$ cat config.mk
export PLATFORM = sky130hd
export DESIGN_NAME = hilo_muldiv
export DESIGN_NICKNAME = d
export VERILOG_FILES = /design/src/rtl/hilo_muldiv.sv
export SDC_FILE = /design/constraint.sdc
export NUM_CORES = 2
export LEC_CHECK = 0
export CAP_MARGIN = 20
export CELL_PAD_IN_SITES_DETAIL_PLACEMENT = 1
export CELL_PAD_IN_SITES_GLOBAL_PLACEMENT = 1
export CORE_MARGIN = 4
export CORE_UTILIZATION = 45
export DETAILED_ROUTE_END_ITERATION = 10
export PLACE_DENSITY = 0.73
export SLEW_MARGIN = 25
export SYNTH_ARGS = -nofsm -noshare
export SYNTH_HDL_FRONTEND = slang
export SYNTH_SLANG_ARGS = --single-unit
$ cat constraint.sdc
create_clock -name clk -period 14.3 [get_ports clk]
set_input_delay 2.145 -clock clk [delete_from_list [all_inputs] [get_ports clk]]
set_output_delay 2.145 -clock clk [all_outputs]
set_load 0.02 [all_outputs]
$ cat src/rtl/hilo_muldiv.sv
`default_nettype none
// ============================================================================
// Module   : hilo_muldiv
// Purpose  : HI/LO register file with a multi-cycle multiply/divide engine
//            for the MIPS execute stage. Performs signed/unsigned MULT, DIV,
//            MADD and MSUB into HI/LO and accepts direct MTHI/MTLO writes.
// Ports    : clk      - clock, all state updates on the rising edge
//            rst      - asynchronous reset, active low
//            start    - launch operation selected by op (sampled in IDLE)
//            op       - 000 MULT 001 MULTU 010 DIV 011 DIVU
//                       100 MADD 101 MADDU 110 MSUB 111 MSUBU
//            a, b     - operands (dividend / divisor for DIV/DIVU)
//            hi_we/lo_we, hi_i/lo_i - direct HI/LO writes (IDLE only)
//            flush    - synchronous abort of the in-flight operation
//            busy     - operation in flight (registered)
//            done     - one-cycle completion pulse (registered)
//            div_zero - one-cycle pulse on DIV/DIVU completion with b == 0
//            hi_o/lo_o - HI and LO registers
// Revision : 1.0 - initial release
// ============================================================================
module hilo_muldiv #(
    parameter int WIDTH   = 32,
    parameter int MUL_LAT = 1
) (
    input  logic             clk,
    input  logic             rst,
    input  logic             start,
    input  logic [2:0]       op,
    input  logic [WIDTH-1:0] a,
    input  logic [WIDTH-1:0] b,
    input  logic             hi_we,
    input  logic             lo_we,
    input  logic [WIDTH-1:0] hi_i,
    input  logic [WIDTH-1:0] lo_i,
    input  logic             flush,
    output logic             busy,
    output logic             done,
    output logic             div_zero,
    output logic [WIDTH-1:0] hi_o,
    output logic [WIDTH-1:0] lo_o
);

    // Counter must reach WIDTH (divide sign-fix step) and MUL_LAT-1.
    localparam int CNT_MAX = (WIDTH > MUL_LAT) ? WIDTH : MUL_LAT;
    localparam int CNT_W   = $clog2(CNT_MAX + 1);

    localparam logic [CNT_W-1:0] C_MUL_LAST = CNT_W'(MUL_LAT - 1);
    localparam logic [CNT_W-1:0] C_DIV_FIX  = CNT_W'(WIDTH);
    localparam logic [CNT_W-1:0] C_CNT_ONE  = CNT_W'(1);

    typedef enum logic [1:0] {
        S_IDLE = 2'd0,
        S_MUL  = 2'd1,
        S_DIV  = 2'd2
    } state_t;

    state_t             r_state;
    logic [2:0]         r_op;
    logic [WIDTH-1:0]   r_a;
    logic [WIDTH-1:0]   r_b;       // raw rt for multiply, |divisor| for divide
    logic [2*WIDTH-1:0] r_acc;     // {HI,LO} captured at the start edge
    logic [CNT_W-1:0]   r_cnt;
    logic [WIDTH-1:0]   r_rem;
    logic [WIDTH-1:0]   r_quo;     // dividend shifts out as quotient shifts in
    logic               r_neg_q;
    logic               r_neg_r;
    logic               r_dz;

    // ------------------------------------------------------------------
    // Operation decode and divide operand magnitudes (from live inputs)
    // ------------------------------------------------------------------
    logic             w_is_div;
    logic             w_a_neg;
    logic             w_b_neg;
    logic [WIDTH-1:0] w_a_mag;
    logic [WIDTH-1:0] w_b_mag;

    assign w_is_div = (op[2:1] == 2'b01);
    assign w_a_neg  = ~op[0] & a[WIDTH-1];
    assign w_b_neg  = ~op[0] & b[WIDTH-1];
    // Most-negative value negates to itself, which is its correct unsigned magnitude.
    assign w_a_mag  = w_a_neg ? -a : a;
    assign w_b_mag  = w_b_neg ? -b : b;

    // ------------------------------------------------------------------
    // Multiplier: operands extended to 2*WIDTH so a single modular product
    // serves both signed and unsigned forms.
    // ------------------------------------------------------------------
    logic [2*WIDTH-1:0] w_ma;
    logic [2*WIDTH-1:0] w_mb;
    logic [2*WIDTH-1:0] w_prod;
    logic [2*WIDTH-1:0] w_mul_res;

    assign w_ma   = r_op[0] ? {{WIDTH{1'b0}}, r_a} : {{WIDTH{r_a[WIDTH-1]}}, r_a};
    assign w_mb   = r_op[0] ? {{WIDTH{1'b0}}, r_b} : {{WIDTH{r_b[WIDTH-1]}}, r_b};
    assign w_prod = w_ma * w_mb;

    always_comb begin
        w_mul_res = w_prod;
        if (r_op[2]) begin
            w_mul_res = r_op[1] ? (r_acc - w_prod) : (r_acc + w_prod);
        end
    end

    // ------------------------------------------------------------------
    // Restoring divide step. The remainder after subtraction is below the
    // divisor, so a WIDTH-bit modular subtraction yields it exactly.
    // ------------------------------------------------------------------
    logic [WIDTH:0]   w_shift;
    logic             w_fits;
    logic [WIDTH-1:0] w_sub;
    logic [WIDTH-1:0] w_q_fix;
    logic [WIDTH-1:0] w_r_fix;

    assign w_shift = {r_rem, r_quo[WIDTH-1]};
    assign w_fits  = (w_shift >= {1'b0, r_b});
    assign w_sub   = w_shift[WIDTH-1:0] - r_b;
    assign w_q_fix = r_neg_q ? -r_quo : r_quo;
    assign w_r_fix = r_neg_r ? -r_rem : r_rem;

    // ------------------------------------------------------------------
    // Control FSM with registered outputs
    // ------------------------------------------------------------------
    always_ff @(posedge clk or negedge rst) begin
        if (!rst) begin
            r_state  <= S_IDLE;
            r_op     <= '0;
            r_a      <= '0;
            r_b      <= '0;
            r_acc    <= '0;
            r_cnt    <= '0;
            r_rem    <= '0;
            r_quo    <= '0;
            r_neg_q  <= 1'b0;
            r_neg_r  <= 1'b0;
            r_dz     <= 1'b0;
            busy     <= 1'b0;
            done     <= 1'b0;
            div_zero <= 1'b0;
            hi_o     <= '0;
            lo_o     <= '0;
        end else begin
            done     <= 1'b0;
            div_zero <= 1'b0;

            // Direct writes only while idle and not launching; still honoured
            // alongside a flush because flush does not gate them.
            if (r_state == S_IDLE && !start) begin
                if (hi_we) hi_o <= hi_i;
                if (lo_we) lo_o <= lo_i;
            end

            if (flush) begin
                r_state <= S_IDLE;
                busy    <= 1'b0;
            end else begin
                case (r_state)
                    S_IDLE: begin
                        if (start) begin
                            r_op  <= op;
                            r_a   <= a;
                            r_b   <= b;
                            r_acc <= {hi_o, lo_o};
                            r_cnt <= '0;
                            busy  <= 1'b1;
                            if (w_is_div) begin
                                r_state <= S_DIV;
                                r_b     <= w_b_mag;
                                r_quo   <= w_a_mag;
                                r_rem   <= '0;
                                r_neg_q <= w_a_neg ^ w_b_neg;
                                r_neg_r <= w_a_neg;
                                r_dz    <= (b == '0);
                            end else begin
                                r_state <= S_MUL;
                            end
                        end
                    end

                    S_MUL: begin
                        if (r_cnt == C_MUL_LAST) begin
                            {hi_o, lo_o} <= w_mul_res;
                            r_state      <= S_IDLE;
                            busy         <= 1'b0;
                            done         <= 1'b1;
                        end else begin
                            r_cnt <= r_cnt + C_CNT_ONE;
                        end
                    end

                    S_DIV: begin
                        if (r_dz) begin
                            // Divide by zero: finish immediately, HI/LO untouched.
                            r_state  <= S_IDLE;
                            busy     <= 1'b0;
                            done     <= 1'b1;
                            div_zero <= 1'b1;
                        end else if (r_cnt == C_DIV_FIX) begin
                            hi_o    <= w_r_fix;
                            lo_o    <= w_q_fix;
                            r_state <= S_IDLE;
                            busy    <= 1'b0;
                            done    <= 1'b1;
                        end else begin
                            r_rem <= w_fits ? w_sub : w_shift[WIDTH-1:0];
                            r_quo <= {r_quo[WIDTH-2:0], w_fits};
                            r_cnt <= r_cnt + C_CNT_ONE;
                        end
                    end

                    default: begin
                        r_state <= S_IDLE;
                        busy    <= 1'b0;
                    end
                endcase
            end
        end
    end

endmodule
`default_nettype wire
## Word level (Yosys, flattened, before mapping)

Index checks and enable logic that the tools add are counted.

| word-level totals | value |
|---|---|
| register bits | 273 |
| bits in latches | 0 |
| bits in writable memories | 0 |
| ROM bits | 0 |
| output and inout port bits | 67 |
| word-level logic and storage cells | 115 |
| memories kept | 0 |

| operators by class | value |
|---|---|
| add/subtract/negate cells | 8 |
| multipliers | 1 |
| divide/modulo/power cells | 0 |
| magnitude comparators | 1 |
| equal/unequal tests | 12 |
| shifts and indexed selects | 0 |
| multiplexer cells | 60 |
| bitwise operators | 5 |
| reduce and logical (&&, ||, !) cells | 12 |

Operator list:

| operator | number |
|---|---|
| 32-bit two-way mux | 26 |
| 64-bit two-way mux | 4 |
| 32-bit case mux with 2 select lines | 4 |
| 32-bit negation | 4 |
| 64-bit adder | 1 |
| 64-bit by 64-bit multiplier with 64-bit output | 1 |
| 64-bit subtractor | 1 |
| 33-bit by 32-bit greater-or-equal comparator with 1-bit output | 1 |
| 32-bit zero test | 1 |
| 32-bit subtractor | 1 |
| 6-bit two-way mux | 4 |
| 6-bit case mux with 3 select lines | 1 |
| 1-bit two-way mux | 12 |
| 2-bit two-way mux | 6 |
| 6-bit AND reduction | 2 |
| 2-bit != test (second input constant) | 5 |
| 6-bit by 1-bit adder with 6-bit output (second input constant) | 1 |
| 6-bit == test (second input constant) | 1 |
| 6-bit zero test | 1 |
| 3-bit != test (second input constant) | 2 |
| 2-bit case mux with 3 select lines | 1 |
| 3-bit AND reduction | 2 |
| 2-bit by 1-bit == test with 1-bit output (second input constant) | 2 |
| 4-bit != test (second input constant) | 1 |
| 12 further kinds | 14 |

## Logic depth before layout (Yosys ltp)

| logic depth | value |
|---|---|
| word-level depth | 8 |
| depth in mapped cells | 54 |
| mapped depth without buffers | 50 |

## Worst setup path before layout

Ideal clock, no wire load.

| timing path | value |
|---|---|
| path kind | reg-to-reg |
| from | reg r_a[31] |
| to | reg hi_o[31] |
| library setup time | 126 ps |
| arrival | 12522 ps |
| setup slack | 1652 ps |
| cell stages (with the launch flop) | 50 |
| path buffers | 2 |
| cells stage by stage | dfrtp_1 > nor2b_1 > clkbuf_1 > nand2_1 > inv_1 > fa_1 > inv_1 > fa_1 > inv_1 > fa_1 > fa_1 > fa_1 > inv_1 > fa_1 > inv_1 > fa_1 > fa_1 > fa_1 > (+14 left out) > nor4_1 > and2b_1 > a31oi_1 > xor2_1 > ha_1 > a21oi_1 > o21bai_1 > a21o_1 > a21o_1 > a211oi_1 > o41ai_1 > a221o_1 > a21oi_1 > xnor2_1 > or3_1 > nand3_2 > xnor2_1 > a221o_1 |

| on the way | value |
|---|---|
| longest elaborated chain between the ends | 8 |
| elaborated cells on any way between the ends | 9 |
| classes of those cells | add/sub: 2; mul: 1; mux: 6 |

Ends and longest elaborated chain:

| item | RTL line | RTL |
|---|---|---|
| start: declaration | 59 | `logic [WIDTH-1:0] r_a;` |
| start signal: assignment | 128 | `r_a <= '0;` |
| start signal: assignment | 161 | `r_a <= a;` |
| 64-bit two-way mux (*) | 94 | `assign w_ma = r_op[0] ? {{WIDTH{1'b0}}, r_a} : {{WIDTH{r_a[WIDTH-1]}}, r_a};` |
| 64-bit by 64-bit multiplier with 64-bit output (*) | 96 | `assign w_prod = w_ma * w_mb;` |
| 64-bit adder or 64-bit subtractor (tied branches) | 101 | `w_mul_res = r_op[1] ? (r_acc - w_prod) : (r_acc + w_prod);` |
| 64-bit two-way mux | 101 |  |
| 64-bit two-way mux (*) | 100 | `if (r_op[2]) begin` |
| 32-bit two-way mux (*) | 181 | `if (r_cnt == C_MUL_LAST) begin` |
| 32-bit case mux with 2 select lines (*) | 157 | `case (r_state)` |
| 32-bit two-way mux (*) | 153 | `if (flush) begin` |
| end signal: assignment | 149 | `if (hi_we) hi_o <= hi_i;` |
| end signal: assignment | 182 | `{hi_o, lo_o} <= w_mul_res;` |
| end signal: assignment | 199 | `hi_o <= w_r_fix;` |
| end: declaration | 39 | `output logic [WIDTH-1:0] hi_o,` |

Every way passes the cells marked *; elsewhere a longest branch is shown, timed or not.
A chain may end at the register's enable or synchronous reset.

## Worst setup path in the final report

| timing path | value |
|---|---|
| from | reg r_b[7] |
| to | reg hi_o[31] |

| on the way | value |
|---|---|
| longest elaborated chain between the ends | 8 |
| elaborated cells on any way between the ends | 9 |
| classes of those cells | add/sub: 2; mul: 1; mux: 6 |

Ends and longest elaborated chain:

| item | RTL line | RTL |
|---|---|---|
| start: declaration | 60 | `logic [WIDTH-1:0] r_b;` |
| start signal: assignment | 168 | `r_b <= w_b_mag;` |
| 64-bit two-way mux (*) | 95 | `assign w_mb = r_op[0] ? {{WIDTH{1'b0}}, r_b} : {{WIDTH{r_b[WIDTH-1]}}, r_b};` |
| 64-bit by 64-bit multiplier with 64-bit output (*) | 96 |  |
| 64-bit adder or 64-bit subtractor (tied branches) | 101 |  |
| 64-bit two-way mux | 101 |  |
| 64-bit two-way mux (*) | 100 |  |
| 32-bit two-way mux (*) | 181 |  |
| 32-bit case mux with 2 select lines (*) | 157 |  |
| 32-bit two-way mux (*) | 153 |  |

Marks and branches as above.

==> impl_results.md <==
- Max clock buf depth: 3
- Crit-path max FO: 11
- CTS buffer count: between 40 and 50
- Share of the synthesized area in the top cell type: 40.9%
- Detail Route Antenna Nets: 0
- Die W: 403 µm
- Mapped Cells: 7,792
- Total Routing Usage GR: a little under a third
- Vias in the first global route: 63,500
- Nets: about 9,800
- Final period utilization: a little over nine tenths
- Status: complete, no violations
- Met3 usage: 3.68%
- Final WL: 255,000 µm
- Drt pass-1 iters: 7
- Met1 Track Usage GR: between 30% and 40%
- H-tree Lvls: 2
- Post-DR wirelength/cell: 25.6 µm
- Die ar.: between 0.15 and 0.2 mm²
- Yosys top cell by area: fa_1
- Count leader, synth: inv_1
- Max-slew violation total from the final report: 0
- CTS tree: built
- Endpoints failing setup: 0
- Yosys cell types: 86
- Ports: 204
- First-pass GRT wire length: 393,000 µm
- Seq/Total Area, Yosys: about a tenth
- CP Launch Type: register
- Routability cong.: 0.958
- Hold_buf cts: 0
- Hold Fails Final Rpt: 0
- Relative slew slack: 29.6%
- Synth Area per Inst: 9.02 µm²
- Total number of vias: 56,100
- Post-synth ARST share: 100%
- Post-DR vias/cell: 5.64
- Post-synth EDFFs: 0
- Row count: 144
- Skew-Pair Late Insertion Delay: 0.65 ns
- Layout cells sized above 1: ~5.5%
- Max incr delay on CP: 0.66 ns
- Core Region: 0.155 mm²
- Largest cells by area after synthesis: fa_1 (41%), dfrtp_1 (9.7%), inv_1 (8.7%), ha_1 (7.2%), and2_1 (5.0%)
- Starting Density: 45.5%
- Synthesized area: 0.0703 mm²
- Max-cap violations: 0
- Setup CP Type: register to register
- Clk root buf: clkbuf_16
- GRT overflow: 0
- Residual DRC count: 0
- PortBufs: 203
- Most frequent cell on the critical path: fa_1
- Synth cell count leaders: inv_1 (1,628), fa_1 (1,435), nand2_1 (852)
- FMAX: 0.0725 GHz
- Pin count of the biggest net entering global routing: 160
- Slowest-stage cell, CP: a221oi_1
- Prevailing post-synth register cell: dfrtp_1
- Req. time, crit path: 14.77 ns
- GRT Max-Usage Layer: met2
- Worst Path Arrival: 14.26 ns
- Postcts setup bufs: 0
- Final Skew: a little over 0.06 ns
- Worst Setup End Kind: register
- Ys Warns: 0
- Synth-to-layout area growth: 9.00%
- Grt met2 use: between 50 and 60%
- Seq cells post-synth: 273
- Die Y: a little over 400 µm
- Hold slack: 0.481 ns
- Reg clk slew, reported paths: roughly 0.06 ns
- Worst-Margin Slew: 1.06 ns
- Worst hold path class: register to register
- Final min period: 13.79 ns
- HPWL Detailed: 215,000 µm
- Clk sink count: 273
- Synthesized Nets: 9,769
- Post-CTS resize count: 0
- Initial antenna violation count: 24
- Starting DRC count in detailed routing: between 3,000 and 4,000
## state kept, by name, summed over array words and instances, names as in the netlist, 2 cells and up
signal / cells
lo_o: 32
r_rem: 32
r_state: 2
hi_o: 32
r_quo: 32
r_cnt: 6
r_b: 32
r_op: 3
r_acc: 64
r_a: 32
## metrics by stage
step	instances	cell area [µm²]	setup TNS [ns]	setup slack [ns]	utilization, %
finish	9942	76600	0	0.513	49.5
detailed placement	9848	74900	0	0.370	48.5
global placement	9848	74900	0	0.651	48.5
global route	9934	76600	-0.00862	-0.00862	49.5
CTS	9923	76400	0	0.211	49.4
floorplan	7792	70300	0	1.65	-
## placed cells by master, fill, tap and decap left out, types with 17 or more instances in the layout
master           count
and3_1              19
buf_4              174
a221o_1             29
o22ai_1             82
dfrtp_2             25
mux2i_1            100
o21ai_0            254
dfrtp_1            248
a21o_1              97
nand4_1             33
o21bai_1            24
a21oi_1            295
xnor2_1            188
o31ai_1             45
nor2_1             245
diode_2             19
or4_1               24
o211ai_1            26
or3_1               39
clkdlybuf4s50_1    202
nand2_1            850
mux2_2             103
nor2b_1             38
clkbuf_16           41
a211oi_1            22
fa_1              1435
a31oi_1             34
nand2b_1            42
o41ai_1             17
nor3_1              59
inv_1             1628
xor2_1             159
nand3_1             44
ha_1               404
and2_1             567
nor4_1              22
## area by class of cell
type	instances	area (µm²)
Fill cell	17800	78000
Multi-Input combinational cell	5514	56000
Sequential cell	273	6860
Inverter	1628	6110
Timing Repair Buffer	389	3520
Tap cell	2044	2560
Clock buffer	51	1110
Clock inverter	24	405
Antenna cell	19	47.5
## per-layer routing
layer | share of wire (%) | wire length (µm)
met5 | 0.029 | 75
met2 | 49 | 126000
met4 | 7.2 | 18300
met3 | 4.6 | 11700
met1 | 39 | 99100
## worst max-delay path: cells and delay by family, from the launching register on
kind / cells / cell delay (ns)
DFF: 1 / 0.53
and+or+nand+nor: 8 / 2.18
adders and majority gates: 12 / 5.89
xor gates and xnor gates: 4 / 0.62
AOI/OAI and AO/OA: 13 / 3.58
buffers and inverters: 8 / 0.78
## final timing paths
check,from,end,slack (ns),cells past startpoint
hold / removal,hi_o[15],r_acc[47],0.48,1
hold reg to reg,hi_o[15],r_acc[47],0.48,1
min in group asynchronous,rst,r_acc[12],1.55,1
setup reg to reg,r_b[7],hi_o[31],0.51,45
max in group asynchronous,rst,r_a[30],11.20,2
setup / recovery,r_b[7],hi_o[31],0.51,45
## cells by family after synthesis
logic type               count (synthesis)  share of synthesized area, %
adder cells (fa/ha/maj)               1841                          48.1
multiplexers                           203                          3.08
flip-flops                             273                          9.72
AO/OA/AOI/OAI                         1071                          9.60
XOR/XNOR                               347                          4.33
buffers and inverters                 2005                          10.8
AND/OR/NAND/NOR                       2052                          14.4
Power is not shown: default switching activity piles up to over one toggle a cycle in this logic, so the estimate is an artifact.
